===== config.mk =====
export PLATFORM = sky130hd
export DESIGN_NAME = mem_wb_stage
export DESIGN_NICKNAME = d
export VERILOG_FILES = /design/src/rtl/riscv_pkg.sv /design/src/rtl/load_align.sv /design/src/rtl/mem_wb_stage.sv
export SDC_FILE = /design/constraint.sdc
export NUM_CORES = 1
export LEC_CHECK = 0
export CAP_MARGIN = 5
export CORE_ASPECT_RATIO = 1.1
export CORE_MARGIN = 2
export CORE_UTILIZATION = 39
export DETAILED_ROUTE_END_ITERATION = 16
export GPL_ROUTABILITY_DRIVEN = 0
export HOLD_SLACK_MARGIN = 0.06
export PLACE_DENSITY = 0.77
export SLEW_MARGIN = 10
export SYNTH_ARGS = -nofsm -noshare
export SYNTH_HDL_FRONTEND = slang
export SYNTH_SLANG_ARGS = --single-unit

===== constraint.sdc =====
create_clock -name clk -period 6.25 [get_ports clk]
set_clock_uncertainty 0.15 [all_clocks]
set_input_delay 1.875 -clock clk [delete_from_list [all_inputs] [get_ports clk]]
set_output_delay 1.875 -clock clk [all_outputs]
set_load 0.02 [all_outputs]

===== src/rtl/riscv_pkg.sv =====
// Shared RV32 definitions: register width, writeback select codes, load funct3 codes.
package riscv_pkg;

  localparam int XLEN = 32;

  // Writeback select: which value the WB mux sends to the register file.
  localparam logic [1:0] WB_SEL_ALU = 2'b00;
  localparam logic [1:0] WB_SEL_MEM = 2'b01;
  localparam logic [1:0] WB_SEL_PC4 = 2'b10;
  localparam logic [1:0] WB_SEL_IMM = 2'b11;

  // Load size/sign codes (funct3 of the LOAD opcode).
  localparam logic [2:0] F3_LB  = 3'b000;
  localparam logic [2:0] F3_LH  = 3'b001;
  localparam logic [2:0] F3_LW  = 3'b010;
  localparam logic [2:0] F3_LBU = 3'b100;
  localparam logic [2:0] F3_LHU = 3'b101;

endpackage


===== src/rtl/load_align.sv =====
// Combinational load formatter: picks the addressed byte/halfword out of an
// aligned memory word, extends it, and flags accesses that straddle their size.
module load_align
  import riscv_pkg::*;
(
  input  logic [XLEN-1:0] rdata,
  input  logic [2:0]      funct3,
  input  logic [1:0]      off,
  output logic [XLEN-1:0] data,
  output logic            misaligned
);

  logic [7:0]  byte_sel;
  logic [15:0] half_sel;

  // Lane selection and extension; unknown funct3 passes the raw word through.
  always_comb begin
    byte_sel   = rdata[{off, 3'b000} +: 8];
    half_sel   = off[1] ? rdata[31:16] : rdata[15:0];
    data       = rdata;
    misaligned = 1'b0;
    case (funct3)
      F3_LB:  data = {{24{byte_sel[7]}}, byte_sel};
      F3_LBU: data = {24'h0, byte_sel};
      F3_LH: begin
        data       = {{16{half_sel[15]}}, half_sel};
        misaligned = off[0];
      end
      F3_LHU: begin
        data       = {16'h0, half_sel};
        misaligned = off[0];
      end
      F3_LW: begin
        data       = rdata;
        misaligned = (off != 2'b00);
      end
      default: begin
        data       = rdata;
        misaligned = 1'b0;
      end
    endcase
  end

endmodule


===== src/rtl/mem_wb_stage.sv =====
// MEM/WB pipeline register: captures memory-stage results plus formatted load
// data, gates the register-file write, and counts retired instructions.
//
// Pipeline control: on each rising edge, flush inserts a bubble (all WB state
// cleared), otherwise stall holds every register and the counter, otherwise the
// MEM-stage values are captured. There is no ready/valid backpressure; mem_valid
// marks a real instruction and wb_valid follows it one cycle later.
module mem_wb_stage
  import riscv_pkg::*;
#(
  parameter int CNT_WIDTH = 32
) (
  input  logic                 clk,
  input  logic                 reset,
  input  logic                 stall,
  input  logic                 flush,
  input  logic                 mem_valid,
  input  logic [XLEN-1:0]      mem_alu_result,
  input  logic [XLEN-1:0]      mem_pc_plus_4,
  input  logic [XLEN-1:0]      mem_immediate,
  input  logic [1:0]           mem_mem_to_reg,
  input  logic [4:0]           mem_rd,
  input  logic                 mem_reg_write,
  input  logic [2:0]           mem_funct3,
  input  logic [XLEN-1:0]      dmem_rdata,
  output logic [XLEN-1:0]      wb_alu_result,
  output logic [XLEN-1:0]      wb_mem_data,
  output logic [XLEN-1:0]      wb_pc_plus_4,
  output logic [XLEN-1:0]      wb_immediate,
  output logic [1:0]           wb_mem_to_reg,
  output logic [4:0]           wb_rd,
  output logic                 wb_reg_write,
  output logic                 wb_valid,
  output logic                 wb_misaligned,
  output logic [CNT_WIDTH-1:0] instret
);

  logic [XLEN-1:0] load_data;
  logic            load_mis;
  logic            misaligned;
  logic            reg_write_next;
  logic            retire;

  load_align u_load_align (
    .rdata      (dmem_rdata),
    .funct3     (mem_funct3),
    .off        (mem_alu_result[1:0]),
    .data       (load_data),
    .misaligned (load_mis)
  );

  // Misalignment only matters for a real instruction that actually loads.
  always_comb begin
    misaligned     = load_mis & mem_valid & (mem_mem_to_reg == WB_SEL_MEM);
    reg_write_next = mem_reg_write & mem_valid & (mem_rd != 5'd0) & ~misaligned;
    retire         = mem_valid & ~misaligned;
  end

  // WB register bank with flush > stall > capture priority.
  always_ff @(posedge clk or posedge reset) begin
    if (reset) begin
      wb_alu_result <= '0;
      wb_mem_data   <= '0;
      wb_pc_plus_4  <= '0;
      wb_immediate  <= '0;
      wb_mem_to_reg <= '0;
      wb_rd         <= '0;
      wb_reg_write  <= 1'b0;
      wb_valid      <= 1'b0;
      wb_misaligned <= 1'b0;
    end else if (flush) begin
      wb_alu_result <= '0;
      wb_mem_data   <= '0;
      wb_pc_plus_4  <= '0;
      wb_immediate  <= '0;
      wb_mem_to_reg <= '0;
      wb_rd         <= '0;
      wb_reg_write  <= 1'b0;
      wb_valid      <= 1'b0;
      wb_misaligned <= 1'b0;
    end else if (!stall) begin
      wb_alu_result <= mem_alu_result;
      wb_mem_data   <= load_data;
      wb_pc_plus_4  <= mem_pc_plus_4;
      wb_immediate  <= mem_immediate;
      wb_mem_to_reg <= mem_mem_to_reg;
      wb_rd         <= mem_rd;
      wb_reg_write  <= reg_write_next;
      wb_valid      <= mem_valid;
      wb_misaligned <= misaligned;
    end
  end

  // Retired-instruction counter; wraps naturally at its width.
  always_ff @(posedge clk or posedge reset) begin
    if (reset) begin
      instret <= '0;
    end else if (!flush && !stall && retire) begin
      instret <= instret + CNT_WIDTH'(1);
    end
  end

endmodule


Yosys cells after proc, flatten, opt, wreduce, memory -nomap -nowiden:

Index checks and enable logic that the tools add are counted.

* $add $sub $neg: 1
* multipliers: 0
* divide/modulo/power cells: 0
* order comparisons: 0
* equal/unequal tests: 6
* shift-type cells: 1
* mux-type cells: 21
* bitwise operators: 7
* reduce and logical (&&, ||, !) cells: 8

Operators with widths (count)
* 32-bit 2-to-1 mux: 8
* 32-bit one-hot mux with 4 select lines: 1
* 32-bit by 1-bit adder with 32-bit output, second input constant: 1
* 32-bit by 6-bit variable part select with 8-bit output: 1
* 16-bit 2-to-1 mux: 1
* 5-bit 2-to-1 mux: 2
* 1-bit AND: 6
* 3-bit == test, second input constant: 2
* 1-bit 2-to-1 mux: 6
* 5-bit nonzero test: 1
* 2-bit 2-to-1 mux: 2
* 3-bit by 1-bit == test with 1-bit output, second input constant: 1
* 3-bit by 2-bit == test with 1-bit output, second input constant: 1
* 3-bit logical NOT: 1
* 2-bit by 1-bit == test with 1-bit output, second input constant: 1
* 1-bit logical AND: 2
* 1-bit logical NOT: 2
* 2-bit by 1-bit inequality test with 1-bit output, second input constant: 1
* 1-bit one-hot mux with 2 select lines: 1
* 2-bit nonzero test: 1
* 2-bit OR reduction: 1
* 1-bit inverter: 1

* register bits after elaboration: 170
* latch bits: 0
* RAM bits: 0
* memory bits (read-only): 0
* bits of input ports: 144
* output and inout port bits: 170
* logic and storage cells: 54
* memories kept: 0

Longest topological paths before layout:

* depth in word-level cells: 9
* gate-level depth with buffers: 8
* depth with buffers taken out: 6

By module:

From an unflattened synthesis, not the netlist that was laid out.

* cell total of the unflattened synthesis: 711
* area, all modules: 7734.9 µm²

By module, submodules not included
* mem_wb_stage: times used 1, cells an instance 592, area an instance 7026.7 µm², sequential area each 4254.1 µm²
* load_align: times used 1, cells an instance 119, area an instance 708.2 µm², sequential area each 0.0 µm²

Least setup slack after synthesis:

OpenSTA, ideal clock, no wires.

* path kind: input -> register
* start point: in flush
* end point: reg instret[25]
* library setup time: 0.131 ns
* data arrival time: 3.269 ns
* data required time: 5.969 ns
* path slack: 2.700 ns
* stages: 8
* path buffers: 3
* cells stage by stage: clkbuf_1 > or2_2 > clkbuf_1 > nor3_1 > and3_1 > buf_6 > nand4_1 > xnor2_1

* word-level cells in the longest chain between the ends: 3

Ends and longest elaborated chain
* start: declaration: RTL line mem_wb_stage.sv:16 `input logic flush,`
* 1-bit logical NOT: RTL line mem_wb_stage.sv:98 `end else if (!flush && !stall && retire) begin`
* 1-bit logical AND (2 in a row): RTL line mem_wb_stage.sv:98
* end signal: assignment: RTL line mem_wb_stage.sv:99 `instret <= instret + CNT_WIDTH'(1);`
* end: declaration: RTL line mem_wb_stage.sv:35 `output logic [CNT_WIDTH-1:0] instret`

No other way between the ends.
A chain may end at the register's enable or synchronous reset.

Worst setup path in the final report:

* start point: in mem_funct3[1]
* end point: reg instret[7]

* word-level cells in the longest chain between the ends: 8
* elaborated cells between the ends (all ways): 10
* classes of those cells: eq/ne: 3; mux: 1; bitwise: 4; reduce/logical: 2

Ends and longest elaborated chain
* start: declaration: RTL line mem_wb_stage.sv:24 `input logic [2:0] mem_funct3,`
* 3-bit by 1-bit == test with 1-bit output or 3-bit == test (tied branches): RTL line load_align.sv:22 `case (funct3)`
* 2-bit OR reduction (no line)
* 1-bit one-hot mux with 2 select lines (*): RTL line load_align.sv:22
* 1-bit AND (*) (2 in a row): RTL line mem_wb_stage.sv:54 `misaligned = load_mis & mem_valid & (mem_mem_to_reg == WB_SEL_MEM);`
* 1-bit inverter (*): RTL line mem_wb_stage.sv:56 `retire = mem_valid & ~misaligned;`
* 1-bit AND (*): RTL line mem_wb_stage.sv:56
* 1-bit logical AND (*): RTL line mem_wb_stage.sv:98

Mark *: on every way between the ends. The rest lies on a longest branch, timed or not.

==> qor.yml <==
synthXorXnorAreaFrac: 0.0364
htree_num_levels: 4
drc: 0
grt_max_degree: 171
grtUsageMet2: 0.358
p_int_uw: 2170
fmax_ghz: 0.235
antenna_left: 0
status: "finished, final reports clean"
ff2ff_path_depth: 5
comb_power_share: 0.183
min_path_type: "reg -> reg"
synth-simple-area-share: 0.139
crit_arrival_ps: 4420
antenna_found_initial: 0
numCtsBuffers: 17
yosys_warnings: 0
wl_mm: 21.7
synth_top_family_by_area: "multiplexers"
period_share: 0.682
final_cell_mix: "clkdlybuf4s50_1 (311), dfrtp_1 (170), nor2_1 (132)"
synth.distinct_cells: 42
overflow: 0
cts_resized: 0
fp-row-count: 53
grt_pass1_vias: 6318
crit_type: "in -> reg"
worstPathRequired_ps: 6410
switching_share: 0.264
tightest_slew_ps: 1130
path_max_fanout: 26
yosys.area.top_type: "dfrtp_1"
slowest_delay_ps: 1030
syn-cell-area_um2: 7450
slew_viol_final: 0
drt_iter0_markers: 392
endpoint_kind: "flop"
vias: 6148
grt_use_met1: 0.271
cts-root-buf: "clkbuf_16"
cts_max_path_buffers: 2
yosys_most_used_dff: "dfrtp_1"
first_pass_iters: 5
coreArea_um2: 18900
cts.clk_slew.worst_paths_ps: 70
ys_seq_area_frac: 0.571
yosys.area_share.adder: 0.00168
p_per_area_nw_per_um2: 258
antennaDiodeCount: 0
grt_use_met3: 0.0632
clk_latency_ps: 430
synth-compound-area-share: 0.0697
top_usage_layer: "met2"
cts_tree: "built"
worstReg2RegStart: "instret[9]"
syn_nets: 803
rsz0062_at_grt: "false"
postCtsSetupBuffers: 0
die-area_um2: 20200
wl_per_cell_um: 17.9
vias_per_cell: 5.08
hpwl_mm: 15.1
netlist.area_leader.share: 0.571
synthesis.instances: 658
synth_edf_count: 0
die_height_um: 149
leakage_uw: 0.00521
startpoint_type: "input pin"
max_cap_violations: 0
final_common_cell: "clkdlybuf4s50_1"
io_pins: 314
setup_viol: 0
whs_path_depth: 1
crit_chain: "clkdlybuf4s50_1 -> or3b_1 -> a211o_1 -> and3_1 -> and3_4 -> xor2_1"
cts.sinks: 170
final_util: 0.604
r2r_end: "instret[25]"
min_from: "instret[31]"
p_seq_frac: 0.415
drive_above_1_share: 0.0498
yosys-top-cells-area: "dfrtp_1 (57%), mux2i_1 (14%), nor2_1 (6.6%)"
hold_path_end: "instret[31]"
async_reset_ff_frac: 1.00
irDropWorstVdd_mv: 0.180
synthToLayoutAreaGrowth_pct: 53.3
pwr-share-clk: 0.402
slowest_stage: "clkdlybuf4s50_1"
die_x_um: 136
r2r_slack_ps: 3750
min_period_ps: 4260
fin_nets: 1096
p_switching_uw: 776
initial_utilization: 0.394
grt_first_pass_wirelength_mm: 34.0
synth.area.mux_share: 0.153
cts_hold_buffers: 0
finalHoldViolCount: 0
avgSynthCellArea_um2: 11.3
grt_usage: 0.215
setup_tns_ps: 0
port_buffers: 313
maxSlewHeadroom: 0.238
yosys_register_bits: 170
[final cells by class]
class / instances / area [µm²]
Inverter: 12 / 48.8
Timing Repair Buffer: 316 / 3170
Multi-Input combinational cell: 434 / 2980
Clock inverter: 13 / 214
Sequential cell: 170 / 4250
Clock buffer: 19 / 443
Tap cell: 247 / 309
Fill cell: 1603 / 7480
[stage by stage]
stage / instances / hold WS [ps] / power (µW) / setup WS [ps] / cell area, µm²
after floorplan: 658 / 432 / 1490 / 2060 / 7450
after global placement: 1179 / 311 / 1770 / 1590 / 10800
after detailed placement: 1179 / 319 / 1780 / 1570 / 10800
after CTS: 1211 / 335 / 2980 / 2020 / 11400
after global routing: 1211 / 342 / 3060 / 1880 / 11400
final: 1211 / 325 / 2950 / 1990 / 11400
[power groups by stage]
stage | sequential, µW | clock (µW) | combinational (µW)
after floorplan | 1320 | 0 | 169
after global placement | 1240 | 0 | 536
after detailed placement | 1240 | 0 | 542
after CTS | 1220 | 1210 | 546
after global routing | 1230 | 1260 | 578
final | 1220 | 1180 | 539
[worst max path at each step]
stage	from	end	slack, ps	depth (start not counted)
2_1_floorplan	reset	instret[0]	2060	1
6_report	mem_funct3[1]	instret[7]	1990	6
3_5_place_dp	mem_funct3[1]	instret[7]	1570	6
3_3_place_gp	mem_funct3[1]	instret[7]	1590	6
4_1_cts	mem_funct3[1]	instret[7]	2020	6
5_1_grt	mem_funct3[1]	instret[7]	1880	6
[logic make-up (layout without fill, tap and decap cells)]
family / Yosys count / count (layout)
xor gates and xnor gates: 31 / 31
AOI/OAI and AO/OA: 64 / 64
and+or+nand+nor: 229 / 229
adders and majority gates: 1 / 1
DFF: 170 / 170
buffers and inverters: 54 / 360
muxes: 109 / 109
[Yosys cell counts (2+ instances only)]
| cell | n |
|---|---|
| a211oi_1 | 4 |
| a21oi_1 | 7 |
| a221o_1 | 16 |
| a221oi_1 | 11 |
| a22o_1 | 3 |
| a32o_1 | 4 |
| and2_1 | 6 |
| and3_1 | 5 |
| buf_1 | 8 |
| buf_2 | 5 |
| clkbuf_1 | 28 |
| dfrtp_1 | 170 |
| inv_1 | 12 |
| mux2i_1 | 104 |
| mux4_2 | 4 |
| nand2_1 | 27 |
| nand2b_1 | 7 |
| nand3_1 | 15 |
| nand3b_1 | 2 |
| nand4_1 | 7 |
| nor2_1 | 132 |
| nor2b_1 | 6 |
| nor3_1 | 7 |
| nor4_1 | 3 |
| o21ai_0 | 11 |
| o22ai_1 | 4 |
| or2_2 | 2 |
| or4_1 | 5 |
| xnor2_1 | 11 |
| xor2_1 | 20 |
[layer usage]
layer  part of all wire  up-vias
li1                   -     2877
met1               0.41     3018
met2               0.49      223
met3              0.076       30
met4              0.021        0
met5                  0        -
[critical path, delay by kind of cell]
family | cells | cell delay [ps]
buf+inv | 1 | 1030
simple gates | 3 | 970
compound gates | 1 | 410
xor+xnor | 1 | 130
No activity file was read; power rests on OpenSTA's default activity.
